`src/rtl/var_delayer_if.sv`:
```
// Handshake/data bundle for var_delayer.
// master: sample source and delay programmer; slave: the delay line.
// Optional fill_level output is present only when VAR_DELAYER_FILL_STATUS_EN is defined.
interface var_delayer_if #(
    parameter int WIDTH     = 1,
    parameter int CHANNELS  = 1,
    parameter int MAX_DELAY = 16,
    parameter int DW        = $clog2(MAX_DELAY + 1)
);
    logic                      en;
    logic [CHANNELS*WIDTH-1:0] in;
    logic [DW-1:0]             delay_in;
    logic                      delay_load;
    logic [CHANNELS*WIDTH-1:0] out;
    logic                      out_valid;
    logic [DW-1:0]             delay_cur;
    logic                      delay_err;
`ifdef VAR_DELAYER_FILL_STATUS_EN
    logic [DW-1:0]             fill_level;
`endif

    modport master (
        output en, in, delay_in, delay_load,
        input  out, out_valid, delay_cur, delay_err
`ifdef VAR_DELAYER_FILL_STATUS_EN
        , input fill_level
`endif
    );

    modport slave (
        input  en, in, delay_in, delay_load,
        output out, out_valid, delay_cur, delay_err
`ifdef VAR_DELAYER_FILL_STATUS_EN
        , output fill_level
`endif
    );
endinterface

```
`src/rtl/var_delayer.sv`:
```
// Runtime-programmable multi-channel delay line.
// Circular buffer of MAX_DELAY entries plus a registered output stage.
// All lanes share one write pointer, one fill counter and one delay.
// Optional: define VAR_DELAYER_FILL_STATUS_EN to expose the fill counter
// as bus.fill_level.
module var_delayer #(
    parameter int WIDTH         = 1,
    parameter int CHANNELS      = 1,
    parameter int MAX_DELAY     = 16,
    parameter int DEFAULT_DELAY = 1,
    parameter int DW            = $clog2(MAX_DELAY + 1)
) (
    input  logic            clk,
    input  logic            rst,
    var_delayer_if.slave    bus
);
    localparam int PW = $clog2(MAX_DELAY);
    localparam int SW = DW + 1;
    localparam int BW = CHANNELS * WIDTH;

    logic [BW-1:0] mem [MAX_DELAY];

    logic [PW-1:0] wr_ptr;
    logic [PW-1:0] wr_next;
    logic [PW-1:0] rd_ptr;
    logic [SW-1:0] rd_sum;
    logic [SW-1:0] rd_wrap;
    logic [DW-1:0] fill;
    logic [DW-1:0] cur;
    logic [DW-1:0] clamp_d;
    logic          clamp_hit;
    logic [BW-1:0] out_q;
    logic          valid_q;
    logic          err_q;

    // Clamp the requested delay into 1..MAX_DELAY and flag any adjustment.
    always_comb begin
        clamp_d   = bus.delay_in;
        clamp_hit = 1'b0;
        if (bus.delay_in == '0) begin
            clamp_d   = DW'(1);
            clamp_hit = 1'b1;
        end else if (bus.delay_in > DW'(MAX_DELAY)) begin
            clamp_d   = DW'(MAX_DELAY);
            clamp_hit = 1'b1;
        end
    end

    // Pointer arithmetic: read slot lags the write slot by (D-1), modulo MAX_DELAY.
    // The sum is biased by MAX_DELAY so it never goes negative; one fold suffices.
    always_comb begin
        wr_next = (wr_ptr == PW'(MAX_DELAY - 1)) ? '0 : wr_ptr + PW'(1);
        rd_sum  = SW'(wr_ptr) + SW'(MAX_DELAY + 1) - SW'(cur);
        rd_wrap = (rd_sum >= SW'(MAX_DELAY)) ? rd_sum - SW'(MAX_DELAY) : rd_sum;
        rd_ptr  = PW'(rd_wrap);
    end

    // Sample storage; not reset, every enabled cycle writes the current slot.
    always_ff @(posedge clk) begin
        if (bus.en) begin
            mem[wr_ptr] <= bus.in;
        end
    end

    // Control path: delay register, fill counter, output stage and clamp flag.
    // out is forced to zero whenever the line is not yet filled for the current
    // delay, so stale samples from an earlier delay can never leak out.
    always_ff @(posedge clk or posedge rst) begin
        if (rst) begin
            wr_ptr  <= '0;
            fill    <= '0;
            cur     <= DW'(DEFAULT_DELAY);
            out_q   <= '0;
            valid_q <= 1'b0;
            err_q   <= 1'b0;
        end else begin
            err_q <= bus.delay_load & clamp_hit;
            if (bus.delay_load) begin
                cur <= clamp_d;
                if (bus.en) begin
                    // The load-cycle sample is the first one under the new delay.
                    wr_ptr  <= wr_next;
                    fill    <= DW'(1);
                    valid_q <= (clamp_d == DW'(1));
                    out_q   <= (clamp_d == DW'(1)) ? bus.in : '0;
                end else begin
                    fill    <= '0;
                    valid_q <= 1'b0;
                    out_q   <= '0;
                end
            end else if (bus.en) begin
                wr_ptr <= wr_next;
                if (fill < cur) begin
                    fill <= fill + DW'(1);
                end
                if (fill >= cur - DW'(1)) begin
                    valid_q <= 1'b1;
                    out_q   <= (cur == DW'(1)) ? bus.in : mem[rd_ptr];
                end else begin
                    valid_q <= 1'b0;
                    out_q   <= '0;
                end
            end
        end
    end

    assign bus.out       = out_q;
    assign bus.out_valid = valid_q;
    assign bus.delay_cur = cur;
    assign bus.delay_err = err_q;
`ifdef VAR_DELAYER_FILL_STATUS_EN
    assign bus.fill_level = fill;
`endif

endmodule

```
`src/flat_wrapper.sv`:
```
// flat-port wrapper written by rule: the top's interface ports become plain ports
module var_delayer_flat 
#(
    parameter int WIDTH         = 1,
    parameter int CHANNELS      = 1,
    parameter int MAX_DELAY     = 16,
    parameter int DEFAULT_DELAY = 1,
    parameter int DW            = $clog2(MAX_DELAY + 1)
)
  (clk, rst, bus_en, bus_in, bus_delay_in, bus_delay_load, bus_out, bus_out_valid, bus_delay_cur, bus_delay_err);
  var_delayer_if #(.WIDTH(WIDTH), .CHANNELS(CHANNELS), .MAX_DELAY(MAX_DELAY), .DW(DW)) bus_i ();
  input  logic clk;
  input  logic rst;
  input wire logic [$bits(bus_i.en)-1:0] bus_en;
  input wire logic [$bits(bus_i.in)-1:0] bus_in;
  input wire logic [$bits(bus_i.delay_in)-1:0] bus_delay_in;
  input wire logic [$bits(bus_i.delay_load)-1:0] bus_delay_load;
  output wire logic [$bits(bus_i.out)-1:0] bus_out;
  output wire logic [$bits(bus_i.out_valid)-1:0] bus_out_valid;
  output wire logic [$bits(bus_i.delay_cur)-1:0] bus_delay_cur;
  output wire logic [$bits(bus_i.delay_err)-1:0] bus_delay_err;
  assign bus_i.en = bus_en;
  assign bus_i.in = bus_in;
  assign bus_i.delay_in = bus_delay_in;
  assign bus_i.delay_load = bus_delay_load;
  assign bus_out = bus_i.out;
  assign bus_out_valid = bus_i.out_valid;
  assign bus_delay_cur = bus_i.delay_cur;
  assign bus_delay_err = bus_i.delay_err;
  var_delayer #(.WIDTH(WIDTH), .CHANNELS(CHANNELS), .MAX_DELAY(MAX_DELAY), .DEFAULT_DELAY(DEFAULT_DELAY), .DW(DW)) u_core (.clk(clk), .rst(rst), .bus(bus_i));
endmodule
```
`config.mk`:
```
export PLATFORM = sky130hd
export DESIGN_NAME = var_delayer_flat
export DESIGN_NICKNAME = d
export VERILOG_FILES = /design/src/rtl/var_delayer_if.sv /design/src/rtl/var_delayer.sv /design/src/flat_wrapper.sv
export SDC_FILE = /design/constraint.sdc
export NUM_CORES = 1
export LEC_CHECK = 0
export BUFFER_PORTS_ARGS = -buffer_cell sky130_fd_sc_hd__buf_2
export CORE_MARGIN = 2
export CORE_UTILIZATION = 55
export CTS_CLUSTER_DIAMETER = 30
export CTS_CLUSTER_SIZE = 40
export DETAILED_ROUTE_END_ITERATION = 12
export PLACE_DENSITY = 0.74
export SLEW_MARGIN = 20
export SYNTH_ARGS = -nofsm -noshare
export SYNTH_HDL_FRONTEND = slang
export SYNTH_SLANG_ARGS = --single-unit
export TNS_END_PERCENT = 20
```
`constraint.sdc`:
```
create_clock -name clk -period 3.64 [get_ports clk]
set_input_delay 0.546 -clock clk [delete_from_list [all_inputs] [get_ports clk]]
set_output_delay 0.546 -clock clk [all_outputs]
set_load 0.02 [all_outputs]
```
# ---- After elaboration in Yosys (flattened, before gate mapping)
# Memories as Yosys holds them, arrays and structs flattened.
# Cells that the tools add are included.
dict set report word_totals {
  elab_cells 47
  input_bits 10
  reg_bits 17
  mem_count 1
  mem_bits_rw 16
  output_inout_bits 8
}
dict set report op_classes {
  reduce_logical 4
  magnitude_cmp 4
  n_eq_ne 3
  add_sub_neg 6
  n_bitwise 1
  muxes 22
}
# memory words width rd rd_ports_with_merged_regs write_ports line_no
set memory_table {}
lappend memory_table {u_core.mem 16 1 1 0 1 var_delayer.sv:21} ;# logic [BW-1:0] mem [MAX_DELAY];
# operator count
set ops {}
lappend ops {{5-bit 2-to-1 mux} 5}
lappend ops {{1-bit 2-to-1 mux} 15}
lappend ops {{5-bit by 1-bit == test with 1-bit output (second input constant)} 2}
lappend ops {{4-bit 2-to-1 mux} 2}
lappend ops {{4-bit by 5-bit adder with 6-bit output (second input constant)} 1}
lappend ops {{6-bit by 5-bit greater-or-equal comparator with 1-bit output (second input constant)} 1}
lappend ops {{6-bit by 5-bit subtractor with 6-bit output} 1}
lappend ops {{5-bit by 1-bit adder with 5-bit output (second input constant)} 1}
lappend ops {{5-bit greater-or-equal comparator} 1}
lappend ops {{5-bit greater-than comparator (second input constant)} 1}
lappend ops {{5-bit logical NOT} 1}
lappend ops {{5-bit < comparator} 1}
lappend ops {{5-bit by 1-bit subtractor with 5-bit output (second input constant)} 1}
lappend ops {{4-bit by 1-bit adder with 4-bit output (second input constant)} 1}
lappend ops {{4-bit == test (second input constant)} 1}
lappend ops {{2-bit nonzero test} 2}
lappend ops {{4-bit by 1-bit subtractor with 4-bit output (second input constant)} 1}
lappend ops {{2-bit AND reduction} 1}
lappend ops {{1-bit bitwise AND} 1}

# ---- Depth between registers and ports, before layout
# Gate-level depths: netlist (run 1).
# An unclocked memory read counts as a cell.
dict set report depth {
  ltp_word 9
  mapped_depth 12
  depth_no_buf 11
}

# ---- Worst setup path before layout (run 1)
# No wires, ideal clock.
dict set report synth_timing {
  kind {register to register}
  from {register u_core.cur[2], in the netlist u_core.bus.delay_cur[2]}
  to {register u_core.out_q, in the netlist u_core.bus.out}
  path_buffers 1
  path_stages_with_launch 10
  path_slack_ns 1.022
  required_ns 3.511
  arrival_time_ns 2.490
  period_less_slack_ns 2.618
  cell_sequence {dfrtp_1 inv_1 ha_1 inv_1 fa_1 buf_2 mux2_2 o311ai_0 o211a_1 o21ai_0}
}
dict set report synth_between {
  elab_chain_len 8
}
# element line_no
set synth_rtl {}
lappend synth_rtl {{start: declaration} var_delayer.sv:29} ;# logic [DW-1:0] cur;
lappend synth_rtl {{start signal: assignment} var_delayer.sv:72} ;# cur <= DW'(DEFAULT_DELAY);
lappend synth_rtl {{start signal: assignment} var_delayer.sv:79} ;# cur <= clamp_d;
lappend synth_rtl {{6-bit by 5-bit subtractor with 6-bit output} var_delayer.sv:53} ;# rd_sum = SW'(wr_ptr) + SW'(MAX_DELAY + 1) - SW'(cur);
lappend synth_rtl {{6-bit by 5-bit greater-or-equal comparator with 1-bit output or 4-bit by 1-bit subtractor with 4-bit output (tied branches)} var_delayer.sv:54} ;# rd_wrap = (rd_sum >= SW'(MAX_DELAY)) ? rd_sum - SW'(MAX_DELAY) : rd_sum;
lappend synth_rtl {{4-bit 2-to-1 mux} var_delayer.sv:54}
lappend synth_rtl {{memory 16 x 1 bit} -}
lappend synth_rtl {{1-bit 2-to-1 mux} var_delayer.sv:98} ;# out_q <= (cur == DW'(1)) ? bus.in : mem[rd_ptr];
lappend synth_rtl {{1-bit 2-to-1 mux *} var_delayer.sv:96} ;# if (fill >= cur - DW'(1)) begin
lappend synth_rtl {{1-bit 2-to-1 mux *} var_delayer.sv:91} ;# end else if (bus.en) begin
lappend synth_rtl {{1-bit 2-to-1 mux *} var_delayer.sv:78} ;# if (bus.delay_load) begin
lappend synth_rtl {{end signal: assignment} var_delayer.sv:85} ;# out_q <= (clamp_d == DW'(1)) ? bus.in : '0;
lappend synth_rtl {{end signal: assignment} var_delayer.sv:98}
lappend synth_rtl {{end: declaration} var_delayer.sv:32} ;# logic [BW-1:0] out_q;
# Every way passes the cells marked *; elsewhere a longest branch is shown, timed or not. The select of a mux whose other input is x is not followed.
# A chain may end at the register's enable or synchronous reset.

# ---- Worst setup path in the final report (run 1)
dict set report layout_timing {
  from {register u_core.wr_ptr[1]}
  to {register u_core.out_q, in the netlist u_core.bus.out}
}
dict set report layout_between {
  elab_chain_len 9
}
# element line_no
set layout_rtl {}
lappend layout_rtl {{start: declaration} var_delayer.sv:23} ;# logic [PW-1:0] wr_ptr;
lappend layout_rtl {{start signal: assignment} var_delayer.sv:82} ;# wr_ptr <= wr_next;
lappend layout_rtl {{start signal: assignment} var_delayer.sv:92} ;# wr_ptr <= wr_next;
lappend layout_rtl {{4-bit by 5-bit adder with 6-bit output *} var_delayer.sv:53}
lappend layout_rtl {{6-bit by 5-bit subtractor with 6-bit output *} var_delayer.sv:53}
lappend layout_rtl {{6-bit by 5-bit greater-or-equal comparator with 1-bit output or 4-bit by 1-bit subtractor with 4-bit output (tied branches)} var_delayer.sv:54}
lappend layout_rtl {{4-bit 2-to-1 mux *} var_delayer.sv:54}
lappend layout_rtl {{memory 16 x 1 bit *} -}
lappend layout_rtl {{1-bit 2-to-1 mux *} var_delayer.sv:98}
lappend layout_rtl {{1-bit 2-to-1 mux *} var_delayer.sv:96}
lappend layout_rtl {{1-bit 2-to-1 mux *} var_delayer.sv:91}
lappend layout_rtl {{1-bit 2-to-1 mux *} var_delayer.sv:78}
# Marks and branches as above.

==> results.tsv, run 1 <==
metric	value	unit
status	finished clean	
peakVddDrop	0.314	mV
wl_per_cell	15.4	um
critical_path_required	3.80	ns
grt_max_degree	24	
drc	0	
relSlewSlack	0.548	
ant_nets	0	
post-synth-top-area-cell	edfxtp_1	
ys_seq_area_frac	0.441	
tightest_slew	0.678	ns
grt_usage	0.212	
synth_edf_count	16	
dr_total_vias	1524	
period_share	0.770	
slowest_delay	0.70	ns
syn_nets	236	
layout-drive-gt1-share	0.123	
synth_commonest_cells	ha_1, nor2_1, inv_1	
path_cells	inv_1 > ha_1 > inv_1 > ha_1 > inv_1 > fa_1 > mux2_2 > o311ai_0 > o211a_1 > o21ai_0	
swShare	0.367	
post_cts.repair.setup_buffers	0	
synth_area_leaders	edfxtp_1, dfrtp_1, ha_1, nor2_1, mux2i_1	
cts-resized-gates	0	
grt-ovfl-total	0	
die_w	65.1	um
cpMostUsedCell	inv_1	
totalPowerFinal	1.29	mW
min_path_type	primary input to async pin	
place_hpwl	3020	um
drt-total-wl	4110	um
power.share.clock	0.202	
ios	18	
drt_iter0_drc	91	
yosysTopAreaCellShare	0.234	
synth_cell_type_count	40	
syn_inst	202	
syn_to_final_growth	9.43	%
fill_cells	317	
cts-hold-fix-buffers	0	
synth_warnings	0	
critPathMaxFanout	8	
dieArea	0.00424	sq mm
dr.pass1.iters	4	
drv_cap	0	
netlist_area	0.00206	sq mm
clock_latency	0.28	ns
path_class	flop to flop	
ys_ff_latch	33	
nets	252	
antenna-diode-count	0	
grt_pass1_vias	1511	
place_ws	0.863	ns
postSynth.asyncResetShare	0.515	
antenna_found_initial	0	
tns	0	ns
crit_path_start_kind	flop	
power_density	573	mW/mm^2
hold_viol	0	
pwr-share-seq	0.386	
cts_buffers	5	
cts_max_level	2	
die_y	65.1	um
cpMaxStageDelayCell	fa_1	
net-switching-power	0.472	mW
portBuffers	17	
intPower	0.816	mW
setup_slack	0.837	ns
slew_violations	0	
clk_pin_slew	0.07	ns
grt_pass1_wl	6760	um
start_util	0.566	
yosysMostFrequentCell	ha_1	
gp_congestion	0.892	
leakagePower	0.964	nW
synth-main-ff-cell	edfxtp_1	
min_period	2.80	ns
cts_tree	built	
max_freq	357	MHz
pwr-share-comb	0.412	
clk_path_buf_depth	2	
vias_per_cell	5.71	
syn_area_per_cell	10.2	sq um
core	0.00363	sq mm
rsz0062_at_grt	no	
core.rowCount	22	
root_buffer	clkbuf_8	
worst_clock_skew	0.00620	ns
setup_viol	0	
worst_setup_path_end_kind	flop	
cp.arrival	2.97	ns
cts_sinks	33	
power groups by stage:
| stage | Combinational [mW] | Clock (mW) | Sequential, mW |
|---|---|---|---|
| floorplan | 0.439 | 0 | 0.479 |
| global placement | 0.508 | 0 | 0.498 |
| detailed placement | 0.529 | 0 | 0.502 |
| CTS | 0.533 | 0.264 | 0.495 |
| global route | 0.595 | 0.276 | 0.501 |
| finish | 0.531 | 0.260 | 0.497 |
per-stage QoR:
stage	utilization	cells	area [sq um]	hold slack, ns
floorplan	-	202	2060	0.471
global placement	0.597	259	2170	0.567
detailed placement	0.597	259	2170	0.586
CTS	0.619	267	2250	0.378
global route	0.619	267	2250	0.408
finish	0.619	267	2250	0.359
registers in the layout (all words and copies together) (netlist names):
name and flops:
u_core.mem 16, u_core.bus.out 1, u_core.fill 5, u_core.wr_ptr 4, u_core.bus.out_valid 1, u_core.bus.delay_cur 5, u_core.bus.delay_err 1
path summary, 6_finish.rpt:
check | cells after the start | end | start | slack [ns]
max | 10 | u_core.bus.out | u_core.wr_ptr[1] | 0.84
min | 2 | u_core.bus.out | rst | 0.36
max reg2reg | 10 | u_core.bus.out | u_core.wr_ptr[1] | 0.84
min reg2reg | 2 | u_core.bus.out_valid | u_core.bus.out_valid | 0.59
max in group asynchronous | 2 | u_core.fill[3] | rst | 2.85
min in group clk | 3 | u_core.bus.delay_cur[2] | bus_delay_in[2] | 0.55
routing by layer:
layer	vias to the layer above	wire, um	share of wire	track usage
met4	0	56	0.014	0.0781
met3	6	234	0.057	0.0377
met1	730	1800	0.44	0.279
li1	749	-	-	-
met5	-	0	0	0
met2	39	2010	0.49	0.352
cell usage in the layout, fill, tap and decap left out, types with 2 or more instances in the layout:
cell type and instances:
nand2_1 12, inv_1 18, nor2_1 19, ha_1 23, o31ai_1 2, nand3_1 11, o311ai_0 3, nor2b_1 4
clkbuf_8 5, nand2b_1 7, edfxtp_1 16, a211oi_1 2, mux2i_1 7, nor3_1 4, a31oi_1 3, mux2_2 2
nand3b_1 3, a21oi_1 6, buf_2 17, or4_1 2, dfrtp_1 16, clkbuf_1 2, xnor2_1 7, a211o_1 2
o21ai_0 10
cells by family after synthesis:
kind of cell	synth area share
and+or+nand+nor	0.166
adders and majority gates	0.150
buffers and inverters	0.0481
DFF	0.441
AOI/OAI and AO/OA	0.121
xor gates and xnor gates	0.0298
muxes	0.0450
worst max-delay path: cells and delay by family, from the launching register on:
| kind | cells | cell delay (ns) |
|---|---|---|
| DFF | 1 | 0.41 |
| buffers and inverters | 3 | 0.26 |
| adders and majority gates | 3 | 1.09 |
| muxes | 1 | 0.37 |
| AOI/OAI and AO/OA | 3 | 0.56 |
cell type report:
type	instances	area [sq um]	share of cell area
clock inverter	1	3.75	0.00167
multi-input combinational	143	1050	0.467
sequential	33	907	0.403
timing repair buffer	17	85.1	0.0378
tap	48	60.1	0.0267
clock buffer	7	76.3	0.0339
inverter	18	67.6	0.0300
No activity file was read; power rests on OpenSTA's default activity.
==> run 2, diff against run 1 <==
==> constraint.sdc (replaced) <==
create_clock -name clk -period 2.6 [get_ports clk]
set_input_delay 0.39 -clock clk [delete_from_list [all_inputs] [get_ports clk]]
set_output_delay 0.39 -clock clk [all_outputs]
set_load 0.02 [all_outputs]
==> run 2 against run 1 <==
Net effect:
- maximum frequency increased by 11%
- critical endpoint unchanged
- largest power group unchanged
- clock skew rose by 0.0013 ns
- count of clock-buffer cells in the layout decreased by 2
- combinational power up 70%
- cell count up 2.6%
- critical path type unchanged
- global-route usage rose by 1.3 points
- sequential share of layout area is 1.5 points lower
- design area up 4.1%
- core utilization is 2.5 points higher
- worst hold slack worse by 0.17 ns
==> results.tsv, run 2 (synthesized netlist as in run 1, its figures left out) <==
metric	value	unit
gp_congestion	0.920	
critical_path_required	2.77	ns
cts_tree	built	
setup_slack	0.0827	ns
place_ws	0.0576	ns
layout_commonest_cell	ha_1	
status	finished clean	
portBuffers	17	
cts_buffers	5	
slowest_delay	0.60	ns
root_buffer	clkbuf_8	
leakagePower	1.01	nW
peakVddDrop	0.385	mV
power_density	876	mW/mm^2
min_period	2.52	ns
dr_total_vias	1577	
nets	259	
die_y	65.1	um
layout-drive-gt1-share	0.177	
dr.pass1.iters	4	
wl_per_cell	15.5	um
totalPowerFinal	2.05	mW
die_w	65.1	um
grt_max_degree	24	
drt-total-wl	4250	um
drt_iter0_drc	129	
relSlewSlack	0.540	
drc	0	
drv_cap	0	
dieArea	0.00424	sq mm
regMostFlops	u_core.mem	
crit_buf_inv	2	
clk_path_buf_depth	2	
place_area	0.00221	sq mm
grt_pass1_vias	1553	
antenna_found_initial	0	
clk_pin_slew	0.08	ns
worst_setup_path_end_kind	flop	
cpMostUsedCell	ha_1	
fin_area	0.00234	sq mm
cpMaxStageDelayCell	fa_2	
cts_sinks	33	
ff2ff_setup_slack	0.08	ns
place_hpwl	3120	um
largest_register_ffs	16	
cp.arrival	2.69	ns
hold_ws	0.187	ns
start_util	0.566	
ant_nets	0	
vias_per_cell	5.76	
grt_usage	0.225	
cts_max_level	2	
worst_clock_skew	0.00745	ns
slew_violations	0	
cp_top_family	adder cells	
path_cells	ha_1 > inv_1 > ha_1 > inv_2 > fa_2 > mux2_2 > o311ai_1 > o211a_1 > o21ai_1	
hold_viol	0	
fill_cells	293	
max_freq	397	MHz
syn_to_final_growth	13.9	%
cts-hold-fix-buffers	0	
antenna-diode-count	0	
reg2regPathDepth	9	
core	0.00363	sq mm
path_class	flop to flop	
grt-ovfl-total	0	
clock_latency	0.29	ns
critPathMaxFanout	4	
tightest_slew	0.689	ns
setup_viol	0	
ios	18	
min_path_type	primary input to async pin	
cp.depth	9	
core.rowCount	22	
grt_pass1_wl	7150	um
period_share	0.968	
crit_path_start_kind	flop	
final_cell_mix	ha_1, nor2_1, inv_1, buf_2, edfxtp_1	
tns	0	ns
run 2: changes by cell type in the layout (fill, tap and decap cells not counted), sizes merged:
cell and delta:
buf +7, clkbuf -2, bufinv +1, clkinvlp +1
run 2: cell type report:
cell class / count / area (sq um) / area share
Multi-Input combinational cell: 143 / 1050 / 0.449
Sequential cell: 33 / 910 / 0.389
Timing Repair Buffer: 24 / 141 / 0.0604
Clock buffer: 5 / 68.8 / 0.0294
Inverter: 18 / 67.6 / 0.0289
Tap cell: 48 / 60.1 / 0.0257
Clock inverter: 3 / 41.3 / 0.0176
run 2: final timing paths:
kind                                          from                       to
setup / recovery           u_core.bus.delay_cur[1]           u_core.bus.out
hold / removal                                 rst         u_core.wr_ptr[2]
setup reg to reg           u_core.bus.delay_cur[1]           u_core.bus.out
hold reg to reg               u_core.bus.out_valid     u_core.bus.out_valid
max in group asynchronous                      rst  u_core.bus.delay_cur[1]
min in group clk                   bus_delay_in[3]  u_core.bus.delay_cur[3]
run 2: power by group:
part / total (mW) / internal, mW / switching, mW
clock network: 0.481 / 0.282 / 0.199
logic: 0.901 / 0.428 / 0.474
registers: 0.670 / 0.612 / 0.0575
total: 2.05 / 1.32 / 0.730
run 2: routing by layer:
metal | wire length, um | vias to the layer above | share of wire | global-route usage
li1 | - | 764 | - | -
met1 | 1950 | 767 | 0.46 | 0.293
met2 | 2070 | 42 | 0.49 | 0.365
met3 | 182 | 4 | 0.043 | 0.0531
met4 | 49 | 0 | 0.012 | 0.0911
met5 | 0 | - | 0 | 0
run 2: through the flow:
stage / std cells / utilization
3_5_place_dp: 264 / 0.608
4_1_cts: 272 / 0.638
2_1_floorplan: 202 / -
6_report: 274 / 0.644
3_3_place_gp: 264 / 0.608
5_1_grt: 274 / 0.644
run 2: timing repair:
action | in CTS | in global routing
setup buffers | 0 | 2
setup endpoints to repair | 0 | 1
resized for setup | 0 | 5
==> run 3, diff against run 2 <==
--- a/config.mk
+++ b/config.mk
@@ -5,12 +5,14 @@
 export SDC_FILE = /design/constraint.sdc
 export NUM_CORES = 1
 export LEC_CHECK = 0
-export BUFFER_PORTS_ARGS = -buffer_cell sky130_fd_sc_hd__buf_2
+export BUFFER_PORTS_ARGS = -buffer_cell sky130_fd_sc_hd__buf_4
+export CAP_MARGIN = 30
 export CORE_MARGIN = 2
 export CORE_UTILIZATION = 55
 export CTS_CLUSTER_DIAMETER = 30
 export CTS_CLUSTER_SIZE = 40
 export DETAILED_ROUTE_END_ITERATION = 12
+export GPL_TIMING_DRIVEN = 0
 export PLACE_DENSITY = 0.74
 export SLEW_MARGIN = 20
 export SYNTH_ARGS = -nofsm -noshare
==> run 3 against run 2 <==
Net effect:
- critical path depth rose by 4
- flip-flop and latch count did not move
- maximum frequency rose by 1.8%
- cell count rose by 3.6%
- combinational power rose by 20%
- total power rose by 7.2%
==> results.tsv, run 3 (synthesized netlist as in run 1, its figures left out) <==
metric	value	unit
ff2ff_setup_slack	0.13	ns
cpMostUsedCell	inv_2	
portBuffers	17	
reg2regPathDepth	13	
drv_cap	0	
grt_max_degree	19	
rr_startpoint	u_core.wr_ptr[1]	
max_freq	405	MHz
wl_per_cell	16.0	um
leakagePower	1.06	nW
start_util	0.566	
antenna_found_initial	0	
cts_buffers	5	
core.rowCount	22	
gp_congestion	0.891	
critPathMaxFanout	6	
syn_to_final_growth	21.1	%
vias_per_cell	5.85	
drc	0	
cts_sinks	33	
regMostFlops	u_core.mem	
r2r_end	u_core.bus.out	
cpMaxStageDelayCell	fa_1	
cp.arrival	2.64	ns
min_path_type	primary input to async pin	
drt-total-wl	4550	um
peakVddDrop	0.473	mV
worst_setup_path_end_kind	flop	
crit_path_start_kind	flop	
instances_no_fill	284	
cts_tree	built	
die_y	65.1	um
place_area	0.00225	sq mm
final_cell_mix	buf_4, ha_1, nor2_1	
largest_register_ffs	16	
place_hpwl	3140	um
die_w	65.1	um
relSlewSlack	0.550	
dr_total_vias	1661	
worst_clock_skew	0.00650	ns
grt_pass1_vias	1503	
layout-drive-gt1-share	0.203	
path_cells	inv_2 > ha_4 > inv_2 > ha_4 > inv_2 > fa_1 > buf_6 > buf_12 > mux2i_1 > nand3b_1 > o311ai_4 > o211a_1 > o21ai_1	
dr.pass1.iters	4	
grt_pass1_wl	7140	um
clk_path_buf_depth	2	
dp_cells	267	
grt_usage	0.225	
tightest_slew	0.674	ns
slowest_delay	0.52	ns
power_density	883	mW/mm^2
period_share	0.951	
min_period	2.47	ns
grt-ovfl-total	0	
fin_area	0.00249	sq mm
drt_iter0_drc	174	
critical_path_required	2.76	ns
clk_pin_slew	0.07	ns
finish.utilization	0.685	
root_buffer	clkbuf_8	
clock_latency	0.28	ns
cts_max_level	2	
ant_nets	0	
tns	0	ns
layout_commonest_cell	buf_4	
cts-hold-fix-buffers	0	
hold_viol	0	
nets	269	
path_class	flop to flop	
totalPowerFinal	2.20	mW
dieArea	0.00424	sq mm
ios	18	
slew_violations	0	
rsz0062_at_grt	no	
antenna-diode-count	0	
status	finished clean	
setup_viol	0	
core	0.00363	sq mm
==> run 3: cell type report <==
class                           instances  area, sq um
Clock buffer                            6         72.6
Inverter                               18         70.1
Tap cell                               48         60.1
Buffer                                  8         37.5
Timing Repair Buffer                   26          208
Sequential cell                        33          910
Clock inverter                          2         33.8
Multi-Input combinational cell        143         1100
Fill cell                             299         1140
==> run 3: worst max-delay path by stage <==
stage,from,to,slack [ns],cells after the start
floorplan,u_core.bus.delay_cur[0],u_core.bus.out,0.01,10
global placement,u_core.wr_ptr[1],u_core.bus.out,-0.22,11
detailed placement,u_core.wr_ptr[1],u_core.bus.out,-0.32,11
CTS,u_core.wr_ptr[1],u_core.bus.out,0.001,11
global route,u_core.bus.delay_cur[0],u_core.bus.out,0.008,12
finish,u_core.wr_ptr[1],u_core.bus.out,0.13,13
==> run 3: where the power goes <==
group	switching, mW	internal (mW)	leakage (nW)	total, mW
combinational	0.549	0.528	0.645	1.08
clock	0.180	0.283	0.0528	0.462
sequential	0.0465	0.613	0.359	0.660
==> run 3: through the flow <==
step | worst slack, ns | hold WS, ns
2_1_floorplan | 0.00978 | 0.315
3_3_place_gp | -0.216 | 0.518
3_5_place_dp | -0.322 | 0.528
4_1_cts | 0.00107 | 0.221
5_1_grt | 0.00847 | 0.264
6_report | 0.128 | 0.204
==> run 3: routing by layer <==
layer | share of wire | wire length [um] | vias up | track usage
met5 | 0 | 0 | - | 0
met1 | 0.43 | 1970 | 808 | 0.309
met4 | 0.022 | 99 | 0 | 0.0755
met3 | 0.043 | 198 | 8 | 0.0531
met2 | 0.50 | 2280 | 58 | 0.354
li1 | - | - | 787 | -
==> run 3: critical path, delay by kind of cell (launching register included) <==
kind,cells,cell delay [ns]
simple gates,1,0.15
mux,1,0.19
fa+ha+maj,3,0.85
compound gates,3,0.32
flops,1,0.39
buf+inv,5,0.45
==> run 3: repair_timing <==
item	in CTS	in global routing
pin swaps	0	6
setup buffers	2	7
endpoints found under the hold margin	0	0
resized for setup	5	11
endpoints found under the setup margin	1	1
